### config.mk
export PLATFORM = sky130hd
export DESIGN_NAME = reservation_station
export DESIGN_NICKNAME = d
export VERILOG_FILES = /design/src/rtl/reservation_station.sv
export SDC_FILE = /design/constraint.sdc
export NUM_CORES = 2
export LEC_CHECK = 0
export CAP_MARGIN = 0
export CORE_AREA = 2 2 250 252
export DETAILED_ROUTE_END_ITERATION = 7
export DIE_AREA = 0 0 252 254
export GPL_ROUTABILITY_DRIVEN = 0
export GPL_TIMING_DRIVEN = 0
export HOLD_SLACK_MARGIN = 0.08
export PLACE_DENSITY_LB_ADDON = 0.05
export SYNTH_ARGS = -nofsm -noshare
export SYNTH_HDL_FRONTEND = slang
export SYNTH_SLANG_ARGS = --single-unit
### constraint.sdc
create_clock -name clk_in -period 5.05 [get_ports clk_in]
set_input_delay 1.01 -clock clk_in [delete_from_list [all_inputs] [get_ports clk_in]]
set_output_delay 1.01 -clock clk_in [all_outputs]
set_load 0.05 [all_outputs]
### src/rtl/reservation_station.sv
// rtl/reservation_station.sv - 2^RS_WIDTH-entry reservation station with dual-CDB wakeup and lowest-slot issue
// Define RS_CDB_BYPASS_EN to let a same-cycle CDB broadcast complete readiness and forward into the issue operands.
module reservation_station #(
  parameter int RS_WIDTH = 2,
  parameter int RoB_WIDTH = 3,
  parameter logic [RoB_WIDTH:0] NON_DEP = {1'b1, {RoB_WIDTH{1'b0}}}
) (
  input  logic                 clk_in,
  input  logic                 rst_in,
  input  logic                 rdy_in,
  input  logic                 RS_newEntry_en,
  input  logic [RoB_WIDTH-1:0] RS_robEntry,
  input  logic [6:0]           RS_opcode,
  input  logic [31:0]          RS_Vj,
  input  logic [31:0]          RS_Vk,
  input  logic [31:0]          RS_imm,
  input  logic [31:0]          RS_pc,
  input  logic [RoB_WIDTH:0]   RS_Qj,
  input  logic [RoB_WIDTH:0]   RS_Qk,
  output logic                 RS_isFull,
  input  logic                 alu_cdb_en,
  input  logic [RoB_WIDTH-1:0] alu_cdb_robIndex,
  input  logic [31:0]          alu_cdb_value,
  input  logic                 lsb_cdb_en,
  input  logic [RoB_WIDTH-1:0] lsb_cdb_robIndex,
  input  logic [31:0]          lsb_cdb_value,
  input  logic                 RoB_flush_signal,
  output logic                 alu_en,
  output logic [RoB_WIDTH-1:0] alu_robIndex,
  output logic [6:0]           alu_opcode,
  output logic [31:0]          alu_Vj,
  output logic [31:0]          alu_Vk,
  output logic [31:0]          alu_imm,
  output logic [31:0]          alu_pc
);
  localparam int RS_SIZE = 1 << RS_WIDTH;

  logic [RS_SIZE-1:0]   valid;
  logic [RoB_WIDTH-1:0] rob_q [RS_SIZE];
  logic [6:0]           op_q  [RS_SIZE];
  logic [31:0]          vj_q  [RS_SIZE];
  logic [31:0]          vk_q  [RS_SIZE];
  logic [31:0]          imm_q [RS_SIZE];
  logic [31:0]          pc_q  [RS_SIZE];
  logic [RoB_WIDTH:0]   qj_q  [RS_SIZE];
  logic [RoB_WIDTH:0]   qk_q  [RS_SIZE];

  logic [31:0]          vj_eff [RS_SIZE];
  logic [31:0]          vk_eff [RS_SIZE];
  logic [RS_SIZE-1:0]   ready;
  logic [RS_WIDTH-1:0]  issue_idx;
  logic [RS_WIDTH-1:0]  free_idx;
  logic                 issue_found;
  logic                 free_found;
  logic [RS_WIDTH:0]    free_cnt;

  // Tags are compared at full width, so NON_DEP (MSB set) never matches a CDB index.
  function automatic logic alu_hit(input logic [RoB_WIDTH:0] q);
    return alu_cdb_en && (q == {1'b0, alu_cdb_robIndex});
  endfunction

  function automatic logic lsb_hit(input logic [RoB_WIDTH:0] q);
    return lsb_cdb_en && (q == {1'b0, lsb_cdb_robIndex});
  endfunction

  always_comb begin
    ready       = '0;
    issue_found = 1'b0;
    issue_idx   = '0;
    free_found  = 1'b0;
    free_idx    = '0;
    free_cnt    = '0;
    // Descending scan so the last assignment wins with the lowest index.
    for (int i = RS_SIZE - 1; i >= 0; i--) begin
      vj_eff[i] = vj_q[i];
      vk_eff[i] = vk_q[i];
`ifdef RS_CDB_BYPASS_EN
      if (qj_q[i] != NON_DEP) vj_eff[i] = alu_hit(qj_q[i]) ? alu_cdb_value : lsb_cdb_value;
      if (qk_q[i] != NON_DEP) vk_eff[i] = alu_hit(qk_q[i]) ? alu_cdb_value : lsb_cdb_value;
      ready[i] = valid[i]
               && (qj_q[i] == NON_DEP || alu_hit(qj_q[i]) || lsb_hit(qj_q[i]))
               && (qk_q[i] == NON_DEP || alu_hit(qk_q[i]) || lsb_hit(qk_q[i]));
`else
      ready[i] = valid[i] && (qj_q[i] == NON_DEP) && (qk_q[i] == NON_DEP);
`endif
      if (ready[i]) begin
        issue_found = 1'b1;
        issue_idx   = RS_WIDTH'(i);
      end
      if (!valid[i]) begin
        free_found = 1'b1;
        free_idx   = RS_WIDTH'(i);
        free_cnt   = free_cnt + (RS_WIDTH + 1)'(1);
      end
    end
  end

  // One spare slot is reserved for the entry the dispatcher already has in flight.
  assign RS_isFull = (free_cnt <= (RS_WIDTH + 1)'(1));

  always_ff @(posedge clk_in or negedge rst_in) begin
    if (!rst_in) begin
      valid        <= '0;
      alu_en       <= 1'b0;
      alu_robIndex <= '0;
      alu_opcode   <= '0;
      alu_Vj       <= '0;
      alu_Vk       <= '0;
      alu_imm      <= '0;
      alu_pc       <= '0;
      for (int i = 0; i < RS_SIZE; i++) begin
        rob_q[i] <= '0;
        op_q[i]  <= '0;
        vj_q[i]  <= '0;
        vk_q[i]  <= '0;
        imm_q[i] <= '0;
        pc_q[i]  <= '0;
        qj_q[i]  <= NON_DEP;
        qk_q[i]  <= NON_DEP;
      end
    end else if (RoB_flush_signal) begin
      valid  <= '0;
      alu_en <= 1'b0;
    end else if (!rdy_in) begin
      alu_en <= 1'b0;
    end else begin
      alu_en <= issue_found;
      if (issue_found) begin
        alu_robIndex     <= rob_q[issue_idx];
        alu_opcode       <= op_q[issue_idx];
        alu_Vj           <= vj_eff[issue_idx];
        alu_Vk           <= vk_eff[issue_idx];
        alu_imm          <= imm_q[issue_idx];
        alu_pc           <= pc_q[issue_idx];
        valid[issue_idx] <= 1'b0;
      end
      for (int i = 0; i < RS_SIZE; i++) begin
        if (valid[i]) begin
          if (alu_hit(qj_q[i])) begin
            qj_q[i] <= NON_DEP;
            vj_q[i] <= alu_cdb_value;
          end else if (lsb_hit(qj_q[i])) begin
            qj_q[i] <= NON_DEP;
            vj_q[i] <= lsb_cdb_value;
          end
          if (alu_hit(qk_q[i])) begin
            qk_q[i] <= NON_DEP;
            vk_q[i] <= alu_cdb_value;
          end else if (lsb_hit(qk_q[i])) begin
            qk_q[i] <= NON_DEP;
            vk_q[i] <= lsb_cdb_value;
          end
        end
      end
      // free_idx comes from registered valid, so a slot vacated by this edge's issue is never chosen.
      if (RS_newEntry_en && free_found) begin
        valid[free_idx] <= 1'b1;
        rob_q[free_idx] <= RS_robEntry;
        op_q[free_idx]  <= RS_opcode;
        imm_q[free_idx] <= RS_imm;
        pc_q[free_idx]  <= RS_pc;
        if (alu_hit(RS_Qj)) begin
          qj_q[free_idx] <= NON_DEP;
          vj_q[free_idx] <= alu_cdb_value;
        end else if (lsb_hit(RS_Qj)) begin
          qj_q[free_idx] <= NON_DEP;
          vj_q[free_idx] <= lsb_cdb_value;
        end else begin
          qj_q[free_idx] <= RS_Qj;
          vj_q[free_idx] <= RS_Vj;
        end
        if (alu_hit(RS_Qk)) begin
          qk_q[free_idx] <= NON_DEP;
          vk_q[free_idx] <= alu_cdb_value;
        end else if (lsb_hit(RS_Qk)) begin
          qk_q[free_idx] <= NON_DEP;
          vk_q[free_idx] <= lsb_cdb_value;
        end else begin
          qk_q[free_idx] <= RS_Qk;
          vk_q[free_idx] <= RS_Vk;
        end
      end
    end
  end
endmodule

# == Yosys cells after proc, flatten, opt, wreduce, memory -nomap -nowiden ==
# Cells that the tools add are included.
# Widths: inputs -> output; s select.
# totals
register_bits,727
elab_cells,288
out_inout_bits,140
# op_classes
eq_ne,28
magnitude_cmp,8
reduce_logical,36
n_mux,162
bitwise_logic,11
add_sub_neg,3
# ops
cell,count
$mux 32,49
$bwmux 128,8
$mux 128,6
$bmux 32 s2,4
$mux 4,47
$mux 16,6
$eq 4x3->1,20
$demux 32 s2,1
$bwmux 16,2
$eq 4x4->1 const B,8
$logic_and 1x1->1,32
$bwmux 28,1
$and 12x12->12,2
$mux 7,3
$mux 3,6
$mux 2,8
$bmux 7 s2,1
$demux 7 s2,1
$mux 1,13
$bwmux 12,1
$not 12->12,1
$or 4x4->4,3
$add 3x1->3 const B,3
$demux 4 s2,1
other kinds (15),21

# == Logic depth before layout (Yosys ltp) ==
# depth
depth_word,20
ltp_mapped,9

# == Worst setup path before layout ==
# OpenSTA, ideal clock, no wires.
# synth_timing
kind,register -> output
start,register valid[2]
end,output port RS_isFull
stages_incl_launch_ff,6
slack_ps,1870
required_ps,4040
t_arrival_ps,2170
path_buffers,0
cell_sequence,dfrtp_1 -> inv_1 -> ha_1 -> nand2_1 -> nor2_1 -> o31ai_1
# synth_via
elab_chain_cells,6
# synth_lines
element,line,text
start: declaration,38,logic [RS_SIZE-1:0] valid;
start signal: assignment,103,valid <= '0;
start signal: assignment,122,valid <= '0;
start signal: indexed assignment,135,valid[issue_idx] <= 1'b0;
$mux 3 *,90,if (!valid[i]) begin
$add 3x1->3,93,free_cnt = free_cnt + (RS_WIDTH + 1)'(1);
$mux 3 *,90,
$add 3x1->3,93,
$mux 3 *,90,
$le 3x1->1 *,99,assign RS_isFull = (free_cnt <= (RS_WIDTH + 1)'(1));
end: declaration,20,"output logic RS_isFull,"
# Every way passes the cells marked *; elsewhere a longest branch is shown, timed or not.

# == Worst setup path after layout ==
# Same ends and word-level chain as after synthesis.

==> impl_metrics.toml <==
[final_layout]
drive_gt1_frac = 0.08238
stdcell_count = 4989
area_growth_pct = 18.39
finalNetCount = 4363
fillers = 4750

[clocking]
ctsRootBufferMaster = "clkbuf_16"
ctsHoldBuffers = 0
post_cts_buffers = 0
tritoncts = "done"
clkLatencyLatePin_ps = 640
cts.path.max_buffers = 3
htree_num_levels = 3
cts_buffers = 78
clk_pin_slew_ps = 60
clock_sinks = 727
cts_resized = 0

[status]
violations = "design-rule violations, max-capacitance violations, max-slew violations"
status = "finished with violations"

[logic_synthesis]
ys_warn_count = 0
synth_top_area_frac = 0.4924
async_reset_ff_frac = 1.000
synth-main-ff-cell = "dfrtp_1"
synth-seq-cells = 727
yosys-top-cells-area = "dfrtp_1 49%, nand2_1 8.6%, mux2i_1 6.2%"
ys_seq_area_frac = 0.4981
synth.distinct_cells = 62
syn_area_mm2 = 0.03654
syn_area_per_cell_um2 = 9.773
synthesis.nets = 3967
synth-edff-count = 0
synth.largest_area_cell = "dfrtp_1"
syn_inst = 3739

[timing]
fmax_ghz = 0.2180
finalHoldViolCount = 0
final-max-slew-violation-count = 22
tightestPinTransition_ps = 1546
rsz0062_at_grt = "false"
slew_headroom = -0.03070
post-route-min-period_ps = 4586
tns_ps = 0
finClkSkew_ps = 24.33
fin_crit_sh = 0.9081
setup-violations-final = 0

[worst_setup_path]
worstReg2RegStart = "valid[2]"
crit_type = "reg2out"
reg2regPathDepth = 7
critPathMaxFanout = 10
worstPathArrival_ps = 3580
startpoint_type = "flop"
crit_path_end_kind = "output pin"
crit_required_ps = 4040
r2r_end = "vk_eff[56]"
r2r_setup_slack_ps = 890

[global_route]
antenna_found_initial = 15
grt_usage = 0.4069
grt_pass1_wl_um = 197600
grt_pass1_vias = 32540
grt_max_degree = 118
overflow = 0

[power_and_ir_drop]
ir_drop_v = 0.0003358
power-per-cell-area_mw_per_mm2 = 398.9
p_leak_nw = 20.39

[place]
dp.cells = 4845
numPortBuffers = 310
dp_hpwl_um = 89930

[floorplan]
dieHeight_um = 254
die_x_um = 252
core-area_mm2 = 0.06126
dieArea_mm2 = 0.06401
rows = 91
io-pin-count = 363
start_util = 0.5965

[route]
firstDrtPassIters = 8
routed_wl_um = 132000
drtIter0Drc = 5117
ant_nets = 0
via_count = 33330
via_per_inst = 6.680
route.detailed.drc = 119
wire_per_inst_um = 26.45

[hold_path]
worstHoldPathType = "in2async"

[job]
cap_violations = 2
## placed cells by master (no fill, tap or decap), drive strengths merged, types with 25 or more instances in the layout
cell type | Yosys | layout
nand2 | 840 | 840
dfrtp | 719 | 719
clkbuf | 283 | 399
inv | 327 | 328
clkdlybuf4s50 | 0 | 309
mux2i | 226 | 226
a21oi | 171 | 171
a222oi | 168 | 168
o221ai | 147 | 147
mux2 | 147 | 147
a32oi | 142 | 142
buf | 94 | 101
o22ai | 87 | 87
nor3 | 65 | 65
a221oi | 55 | 55
xor2 | 37 | 37
xnor2 | 25 | 25
## how the worst max path moves through the flow
| stage | slack, ps | start | endpoint | cells past startpoint |
|---|---|---|---|---|
| 2_1_floorplan | 1870 | valid[2] | RS_isFull | 5 |
| 3_3_place_gp | -30310 | rst_in | pc_q[124] | 1 |
| 3_5_place_dp | 490 | RoB_flush_signal | vk_eff[68] | 7 |
| 4_1_cts | 520 | valid[2] | RS_isFull | 8 |
| 5_1_grt | 370 | valid[2] | RS_isFull | 8 |
| 6_report | 460 | valid[2] | RS_isFull | 8 |
## logic make-up (layout without fill, tap and decap cells)
logic type | Yosys count | after routing | synth area share
and+or+nand+nor | 1006 | 1006 | 0.1151
buffers and inverters | 704 | 1153 | 0.07629
muxes | 373 | 373 | 0.1072
other | 0 | 11 | 0
DFF | 727 | 727 | 0.4981
adders and majority gates | 5 | 5 | 0.001712
xor gates and xnor gates | 62 | 62 | 0.01486
AOI/OAI and AO/OA | 862 | 862 | 0.1867
## routing by layer
metal / share of wire / wire length (µm) / global-route usage / up-vias
li1: - / - / - / 14240
met1: 0.37 / 49470 / 0.5245 / 16320
met2: 0.44 / 58520 / 0.6128 / 2244
met3: 0.12 / 16120 / 0.1225 / 511
met4: 0.059 / 7788 / 0.2326 / 12
met5: 0.00061 / 80 / 0.006950 / -
## synthesized netlist by cell type (11+ instances only)
cell and count:
nor2b_1 11, inv_1 327, o22ai_1 87, o221ai_1 147
xnor2_1 25, a221oi_1 55, nor2_1 19, buf_1 12
buf_2 71, nand2b_1 16, a21o_1 23, mux2_2 118
nand2_1 840, a21oi_1 171, dfrtp_1 719, mux2_1 29
a32oi_1 142, nor3_1 64, a211oi_1 23, a222oi_1 168
clkbuf_1 283, mux2i_1 226, xor2_1 37
## per-stage QoR
| stage | area, µm² | util | setup slack (ps) | hold slack, ps | total power [mW] |
|---|---|---|---|---|---|
| floorplan | 36540 | - | 1870 | 445.5 | 10.00 |
| global placement | 40630 | 0.6633 | -30310 | 457.0 | 11.58 |
| finish | 43260 | 0.7062 | 463.9 | 401.3 | 17.26 |
| global route | 43250 | 0.7061 | 371.0 | 487.9 | 17.86 |
| detailed placement | 40800 | 0.6661 | 485.4 | 461.9 | 11.62 |
| CTS | 43230 | 0.7058 | 521.3 | 462.4 | 17.19 |
## state kept, by name, indices dropped and copies added (netlist names)
register      cells
alu_Vk           32
qj_q             16
qk_q             16
pc_q            128
op_q             28
imm_q           128
alu_imm          32
alu_pc           32
vj_eff          128
alu_robIndex      3
valid             4
vk_eff          128
alu_opcode        7
alu_en            1
rob_q            12
alu_Vj           32
## power breakdown
group          total [mW]  switching [mW]  internal (mW)
Sequential           7.45           0.660           6.79
Combinational        4.16            2.66           1.50
Clock                5.64            2.42           3.22
## area by class of cell
type                            instances  area, µm²  share of cell area
Sequential cell                       727      18200              0.4208
Multi-Input combinational cell       2308      15550              0.3595
Timing Repair Buffer                  316       3273             0.07566
Clock buffer                          116       2286             0.05284
Buffer                                377       1560             0.03607
Inverter                              327       1227             0.02837
Tap cell                              790      988.4             0.02285
Clock inverter                         17      145.1            0.003355
Antenna cell                           11      27.53           0.0006363
## worst max-delay path: stages (launching register included)
cell and delay (ps):
dfrtp_1 660, inv_1 100, ha_1 340, xnor2_1 140, ha_1 210, xor2_1 160
or3_1 310, o31ai_1 110, clkdlybuf4s50_1 920
(Power assumes the default switching activity.)
